<file path="src/rtl/clk_divider_prog.sv">
// Runtime-programmable integer clock divider (ratio 2..2^CNT_W-1, odd ratios supported).
// Optional o_TICK strobe on each o_CLK rising edge when CLKDIV_TICK_EN is defined.
module clk_divider_prog #(
  parameter int unsigned CNT_W    = 16,
  parameter int unsigned DIV_INIT = 4
) (
  input  logic             i_CLK,
  input  logic             i_RST,
  input  logic             i_EN,
  input  logic [CNT_W-1:0] i_DIV,
  input  logic             i_LOAD,
  output logic             o_CLK,
  output logic             o_PEND,
  output logic             o_RUN,
`ifdef CLKDIV_TICK_EN
  output logic             o_TICK,
`endif
  output logic [CNT_W-1:0] o_DIV
);

  localparam logic [CNT_W-1:0] DIV_MIN = CNT_W'(2);
  localparam logic [CNT_W-1:0] DIV_RST = (DIV_INIT < 2) ? DIV_MIN : CNT_W'(DIV_INIT);

  typedef enum logic [1:0] {
    S_IDLE,
    S_RUN,
    S_DRAIN
  } state_t;

  state_t           r_state;
  logic [CNT_W-1:0] r_cnt;
  logic [CNT_W-1:0] r_div;
  logic [CNT_W-1:0] r_pend_div;
  logic             r_pend;
  logic             r_clk;
  logic             r_run;
`ifdef CLKDIV_TICK_EN
  logic             r_tick;
`endif

  logic             w_last;
  logic [CNT_W-1:0] w_cnt_inc;
  logic [CNT_W:0]   w_half;
  logic             w_clk_run;
  logic [CNT_W-1:0] w_load_val;
  logic             w_apply;

  always_comb begin
    w_last     = (r_cnt == (r_div - CNT_W'(1)));
    w_cnt_inc  = w_last ? '0 : (r_cnt + CNT_W'(1));
    // High phase is ceil(D/2); the extra bit keeps D+1 from overflowing.
    w_half     = ({1'b0, r_div} + (CNT_W+1)'(1)) >> 1;
    w_clk_run  = ({1'b0, w_cnt_inc} < w_half);
    w_load_val = (i_DIV < DIV_MIN) ? DIV_MIN : i_DIV;
    w_apply    = r_pend && ((r_state == S_IDLE) || w_last);
  end

  always_ff @(posedge i_CLK or posedge i_RST) begin
    if (i_RST) begin
      r_state    <= S_IDLE;
      r_cnt      <= '0;
      r_div      <= DIV_RST;
      r_pend_div <= DIV_RST;
      r_pend     <= 1'b0;
      r_clk      <= 1'b0;
      r_run      <= 1'b0;
`ifdef CLKDIV_TICK_EN
      r_tick     <= 1'b0;
`endif
    end else begin
      // A load coinciding with an apply edge: old pending value goes live,
      // new value stays pending.
      if (w_apply) r_div <= r_pend_div;
      if (i_LOAD) begin
        r_pend_div <= w_load_val;
        r_pend     <= 1'b1;
      end else if (w_apply) begin
        r_pend     <= 1'b0;
      end

      case (r_state)
        S_IDLE: begin
          r_cnt <= '0;
          if (i_EN) begin
            r_state <= S_RUN;
            r_clk   <= 1'b1;
            r_run   <= 1'b1;
`ifdef CLKDIV_TICK_EN
            r_tick  <= 1'b1;
`endif
          end else begin
            r_clk   <= 1'b0;
            r_run   <= 1'b0;
`ifdef CLKDIV_TICK_EN
            r_tick  <= 1'b0;
`endif
          end
        end
        S_RUN, S_DRAIN: begin
          if (w_last && !i_EN) begin
            r_state <= S_IDLE;
            r_cnt   <= '0;
            r_clk   <= 1'b0;
            r_run   <= 1'b0;
`ifdef CLKDIV_TICK_EN
            r_tick  <= 1'b0;
`endif
          end else begin
            // Drain keeps counting so no phase is ever truncated.
            r_state <= i_EN ? S_RUN : S_DRAIN;
            r_cnt   <= w_cnt_inc;
            r_clk   <= w_clk_run;
            r_run   <= 1'b1;
`ifdef CLKDIV_TICK_EN
            r_tick  <= w_last;
`endif
          end
        end
        default: begin
          r_state <= S_IDLE;
          r_cnt   <= '0;
          r_clk   <= 1'b0;
          r_run   <= 1'b0;
`ifdef CLKDIV_TICK_EN
          r_tick  <= 1'b0;
`endif
        end
      endcase
    end
  end

  assign o_CLK  = r_clk;
  assign o_PEND = r_pend;
  assign o_RUN  = r_run;
  assign o_DIV  = r_div;
`ifdef CLKDIV_TICK_EN
  assign o_TICK = r_tick;
`endif

endmodule
</file>
<file path="config.mk">
export PLATFORM = sky130hd
export DESIGN_NAME = clk_divider_prog
export DESIGN_NICKNAME = d
export VERILOG_FILES = /design/src/rtl/clk_divider_prog.sv
export SDC_FILE = /design/constraint.sdc
export NUM_CORES = 1
export LEC_CHECK = 0
export ABC_AREA = 0
export CAP_MARGIN = 20
export CELL_PAD_IN_SITES_DETAIL_PLACEMENT = 2
export CELL_PAD_IN_SITES_GLOBAL_PLACEMENT = 2
export CORE_MARGIN = 4
export CORE_UTILIZATION = 35
export CTS_CLUSTER_DIAMETER = 50
export DETAILED_ROUTE_END_ITERATION = 8
export DONT_BUFFER_PORTS = 1
export PLACE_DENSITY = 0.75
export SETUP_SLACK_MARGIN = 0.3
export SLEW_MARGIN = 10
export SYNTH_ARGS = -nofsm -noshare
export SYNTH_HDL_FRONTEND = slang
export SYNTH_SLANG_ARGS = --single-unit
</file>
<file path="constraint.sdc">
create_clock -name i_CLK -period 6.71 [get_ports i_CLK]
set_input_delay 1.6775 -clock i_CLK [delete_from_list [all_inputs] [get_ports i_CLK]]
set_output_delay 1.6775 -clock i_CLK [all_outputs]
set_load 0.05 [all_outputs]
</file>
* Word level (Yosys, flattened, before mapping)
Index checks and enable logic that the tools add are counted.
** Storage, ports and cells
- Register bits after elaboration :: 53
- Bits in latches :: 0
- RAM bits :: 0
- ROM bits :: 0
- Input bits :: 20
- Output and inout port bits :: 19
- Logic and storage cells :: 38
- Memories kept :: 0
** Operators by class
- Add/sub/neg operators :: 3
- Multiply operators :: 0
- Divide/modulo/power cells :: 0
- $lt $le $gt $ge :: 2
- Equality and inequality tests :: 4
- Shift-type cells :: 0
- Multiplexer cells :: 15
- Bitwise gates (word level) :: 0
- Reductions and logical operators :: 7
** Operators by type and width (number)
- $mux W16 :: 4
- $add A16 B1 Y17 const B :: 1
- $add A16 B1 Y16 const B :: 1
- $eq A16 B16 Y1 :: 1
- $lt A16 B16 Y1 :: 1
- $lt A16 B2 Y1 const B :: 1
- $sub A16 B1 Y16 const B :: 1
- $mux W2 :: 3
- $mux W1 :: 5
- $pmux W1 S2 :: 2
- $pmux W2 S2 :: 1
- $eq A2 B1 Y1 const B :: 1
- $eq A2 B2 Y1 const B :: 1
- $logic_and A1 B1 Y1 :: 2
- $logic_not A2 Y1 :: 1
- $ne A2 B2 Y1 const B :: 1
- $reduce_bool A2 Y1 :: 1
- $reduce_or A2 Y1 :: 1
- $logic_not A1 Y1 :: 1
- $logic_or A1 B1 Y1 :: 1

* Logic depth before layout (Yosys ltp)
- Depth after elaboration :: 6
- Mapped depth :: 20
- Mapped depth without buffers :: 16

* Least setup slack after synthesis
OpenSTA, ideal clock, no wires.
- Kind :: flip-flop to flip-flop
- From :: register r_div[0], in the netlist o_DIV[0]
- To :: register r_clk, in the netlist o_CLK
- Setup time :: 86 ps
- Arrival :: 4574 ps
- Data required time :: 6624 ps
- Setup slack :: 2051 ps
- Cell stages (with the launch flop) :: 21
- Path through :: dfrtp_1 -> clkbuf_1 -> inv_1 -> ha_1 -> clkbuf_1 -> nor4b_1 -> nand2_1 -> or4_1 -> a22oi_1 -> and4_1 -> buf_4 -> buf_4 -> nor2_1 -> ha_1 -> a21oi_1 -> a21oi_1 -> a2111oi_0 -> or3_1 -> o211ai_1 -> or2_2 -> a32oi_1
** On the way
- Longest elaborated chain between the ends :: 6
- Elaborated cells on any way between the ends :: 8
- Classes of those cells :: 2 x add/sub; 1 x order compare; 1 x eq/ne; 3 x mux; 1 x reduce/logical
** RTL lines
- from (decl) :: RTL line 32 : logic [CNT_W-1:0] r_div;
- from (signal assigned) :: RTL line 73 : if (w_apply) r_div <= r_pend_div;
- $sub A16 B1 Y16 :: RTL line 49 : w_last = (r_cnt == (r_div - CNT_W'(1)));
- $eq A16 B16 Y1 :: RTL line 49
- $mux W16 :: RTL line 50 : w_cnt_inc = w_last ? '0 : (r_cnt + CNT_W'(1));
- $lt A16 B16 Y1 :: RTL line 53 : w_clk_run = ({1'b0, w_cnt_inc} < w_half);
- $mux W1 (*) :: RTL line 100 : if (w_last && !i_EN) begin
- $pmux W1 S2 (*) :: RTL line 81 : case (r_state)
- to (signal assigned) :: RTL line 112 : r_clk <= w_clk_run;
- to (decl) :: RTL line 35 : logic r_clk;
Mark *: on every way between the ends. The rest lies on a longest branch, timed or not.
A chain may end at the register's enable or synchronous reset.

* Worst setup path in the final report
- From :: register r_div[1], in the netlist o_DIV[1]
- To :: register r_clk, in the netlist o_CLK
Same word-level chain as after synthesis.

==> results.py <==
metrics = {
    "yosys": {
        "synthXorXnorAreaFrac_pct": 11.5,
        "synthDistinctLibCells": 55,
        "synth_fa_ha_area_share_pct": 6.98,
        "synthSimpleGateAreaFrac_pct": 18.4,
        "synthArstFlopShare_pct": 100,
        "ys_ff_latch": 53,
        "synth.most_common_cell": "dfrtp_1",
        "synth_edf_count": 0,
        "synth_compound_area_share_pct": 15.8,
        "ys.flop_type": "dfrtp_1",
        "synth_area_leaders": "dfrtp_1, ha_1, xnor2_1",
        "seq_area_frac_synth_pct": 37.1,
        "synth_common_cells": "dfrtp_1, nor2_1, xnor2_1",
        "avgSynthCellArea_um2": 9.41,
        "synth_top_cell_area_share_pct": 35.6,
        "synth_fp_nets": 421,
        "synth_top_family_by_area": "simple AND/OR/NAND/NOR gates",
        "muxShareOfSynthArea_pct": 4.96,
        "synthesis.area_um2": 3580,
        "yosysTopAreaCell": "dfrtp_1",
        "synth_warnings": 0,
        "syn_inst": 381,
    },
    "timing": {
        "hold_viol_final": 0,
        "slew_headroom_pct": 44.0,
        "rsz0062_at_grt": "false",
        "worst_slew_pin_slew_ns": 0.840,
        "fin_skew_ns": 0.0111,
        "setup_violations": 0,
        "fmax_mhz": 192,
        "setup_tns_ns": 0,
        "finalMaxSlewViolations": 0,
        "period_share_pct": 77.8,
        "post-route-min-period_ns": 5.22,
    },
    "clock_network": {
        "clkTransAtPathRegs_ns": 0.11,
        "clockBufferDepth": 2,
        "cts_root_buf": "clkbuf_8",
        "clock-sinks": 53,
        "hold_buffers": 0,
        "cts_resized": 0,
        "h-tree-depth": 2,
        "insertion_delay_ns": 0.32,
        "cts_tree": "done",
        "cts_buffers": 5,
        "cts_setup_buffers": 0,
    },
    "finish": {
        "area_growth_pct": 4.57,
        "regArea_um2": 1330,
        "instances_no_fill": 497,
        "final_util_pct": 38.0,
        "fillers": 1103,
        "diodes": 0,
        "drive_gt1_share_pct": 9.34,
        "multi_input_area_um2": 2070,
        "finalNetCount": 403,
    },
    "grt": {
        "gr-total-overflow": 0,
        "antenna_found_initial": 0,
        "grt_max_degree": 54,
        "grt_pass1_wl_um": 16600,
        "globalRouteTotalUtil_pct": 18.0,
        "grt_pass1_vias": 3171,
    },
    "die": {
        "die_y_um": 109,
        "initial_utilization_pct": 36.3,
        "die_w_um": 109,
        "die-area_um2": 11900,
        "ios": 39,
        "fp.coreArea_um2": 9860,
        "fp-row-count": 36,
    },
    "drt": {
        "viasPerCell": 5.66,
        "wl_met1_um": 4290,
        "num_vias": 2813,
        "top_layer": "met4",
        "wl_per_cell_um": 19.8,
        "drt_iter0_drc": 83,
        "ant_nets": 0,
        "dr.pass1.iters": 4,
        "met2WireLength_um": 4900,
        "dr_wl_met3_um": 435,
        "routed_wl_um": 9820,
        "drc_errors": 0,
    },
    "power_and_ir_drop": {
        "power.leakage_nw": 1.73,
        "power_mw": 1.70,
        "pwr_density_cell_nw_per_um2": 454,
        "ir_worst_vdd_v": 0.000256,
    },
    "setup_path": {
        "startpoint": "o_DIV[1]",
        "worstPathRequired_ns": 6.96,
        "max_stage_delay_ns": 0.66,
        "slowest_stage": "dfrtp_1",
        "start_kind": "flop",
        "crit_type": "reg -> reg",
        "worstPathCellList": "inv_1 -> ha_1 -> nor4b_1 -> nand2_1 -> or4_1 -> a22oi_1 -> and4_1 -> buf_4 -> nor2_1 -> ha_1 -> a21oi_1 -> a21oi_1 -> a2111oi_0 -> or3_1 -> o211ai_1 -> or2_2 -> a32oi_1",
        "cp-end-kind": "flop",
        "rr_startpoint": "o_DIV[1]",
        "cp.arrival_ns": 5.47,
        "crit_fanout": 36,
    },
    "placement": {
        "hpwlAfterDp_um": 7600,
        "port-buffer-count": 0,
        "post-place-cells": 489,
        "gp_congestion": 0.820,
    },
    "hold_path": {
        "worstHoldPathType": "reg -> reg",
        "hold_start": "r_pend_div[4]",
    },
    "job": {
        "cap_violations": 0,
    },
    "run_status": {
        "status": "complete, no violations",
    },
}
==> stage by stage <==
| step | worst slack (ns) | area [um^2] | hold WS (ns) |
|---|---|---|---|
| after detailed placement | 1.54 | 3630 | 0.496 |
| after floorplan | 2.05 | 3580 | 0.471 |
| after CTS | 1.50 | 3750 | 0.525 |
| final | 1.49 | 3750 | 0.517 |
| after global placement | 1.83 | 3630 | 0.498 |
| after global routing | 0.960 | 3750 | 0.549 |
==> cells by family (layout without fill, tap and decap cells) <==
| group | Yosys count | count (layout) |
|---|---|---|
| compound gates | 71 | 71 |
| fa+ha+maj | 20 | 20 |
| mux | 16 | 16 |
| flops | 53 | 53 |
| simple gates | 134 | 134 |
| buf+inv | 40 | 23 |
| xor+xnor | 47 | 47 |
==> sequential cells by signal, summed over array words and instances (netlist names) <==
name / flops
o_DIV: 16
r_cnt: 16
r_pend_div: 16
r_state: 2
o_CLK: 1
o_PEND: 1
o_RUN: 1
==> per-layer routing <==
metal | up-vias | GRT usage [%]
met5 | - | 0
met4 | 0 | 5.43
met3 | 10 | 4.14
met2 | 49 | 31.0
met1 | 1439 | 22.5
li1 | 1315 | -
==> power breakdown <==
group,internal (mW),switching (mW)
clock network,0.114,0.121
logic,0.294,0.378
registers,0.400,0.393
==> critical path: cells and delay by family, from the launching register on <==
family,cells,cell delay [ns]
flip-flops,1,0.66
buffers and inverters,2,0.57
adder cells (fa/ha/maj),2,0.72
AO/OA/AOI/OAI,6,1.04
AND/OR/NAND/NOR,7,2.15
==> worst paths after layout <==
| kind | endpoint | slack, ns | cells past startpoint |
|---|---|---|---|
| max | o_CLK | 1.49 | 17 |
| min | r_pend_div[4] | 0.52 | 1 |
| max reg2reg | o_CLK | 1.49 | 17 |
| min reg2reg | r_pend_div[4] | 0.52 | 1 |
| max in group asynchronous | o_DIV[14] | 4.83 | 2 |
| min in group asynchronous | o_DIV[0] | 1.43 | 2 |
==> cell type report <==
| class | count | area share (%) |
|---|---|---|
| Timing Repair Buffer | 4 | 0.801 |
| Clock inverter | 3 | 1.27 |
| Multi-Input combinational cell | 288 | 55.1 |
| Inverter | 11 | 1.10 |
| Tap cell | 133 | 4.44 |
| Clock buffer | 5 | 1.84 |
| Sequential cell | 53 | 35.4 |
==> cells in the final DEF (no fill, tap or decap), drive strengths merged, types with 2 or more instances in the layout <==
master,n
a2111oi,2
a211oi,3
a21o,16
a21oi,6
and3,8
and4,2
buf,4
clkbuf,5
dfrtp,51
dfstp,2
ha,20
inv,13
mux2,14
mux2i,2
nand2,22
nand2b,2
nand3,17
nand4,8
nor2,46
nor2b,3
nor3,8
nor4,7
o211a,16
o211ai,4
o21a,2
o21ai,6
o31ai,3
or3,3
or4,3
xnor2,26
xor2,21
Note: power is estimated with default switching activity, not from simulation.
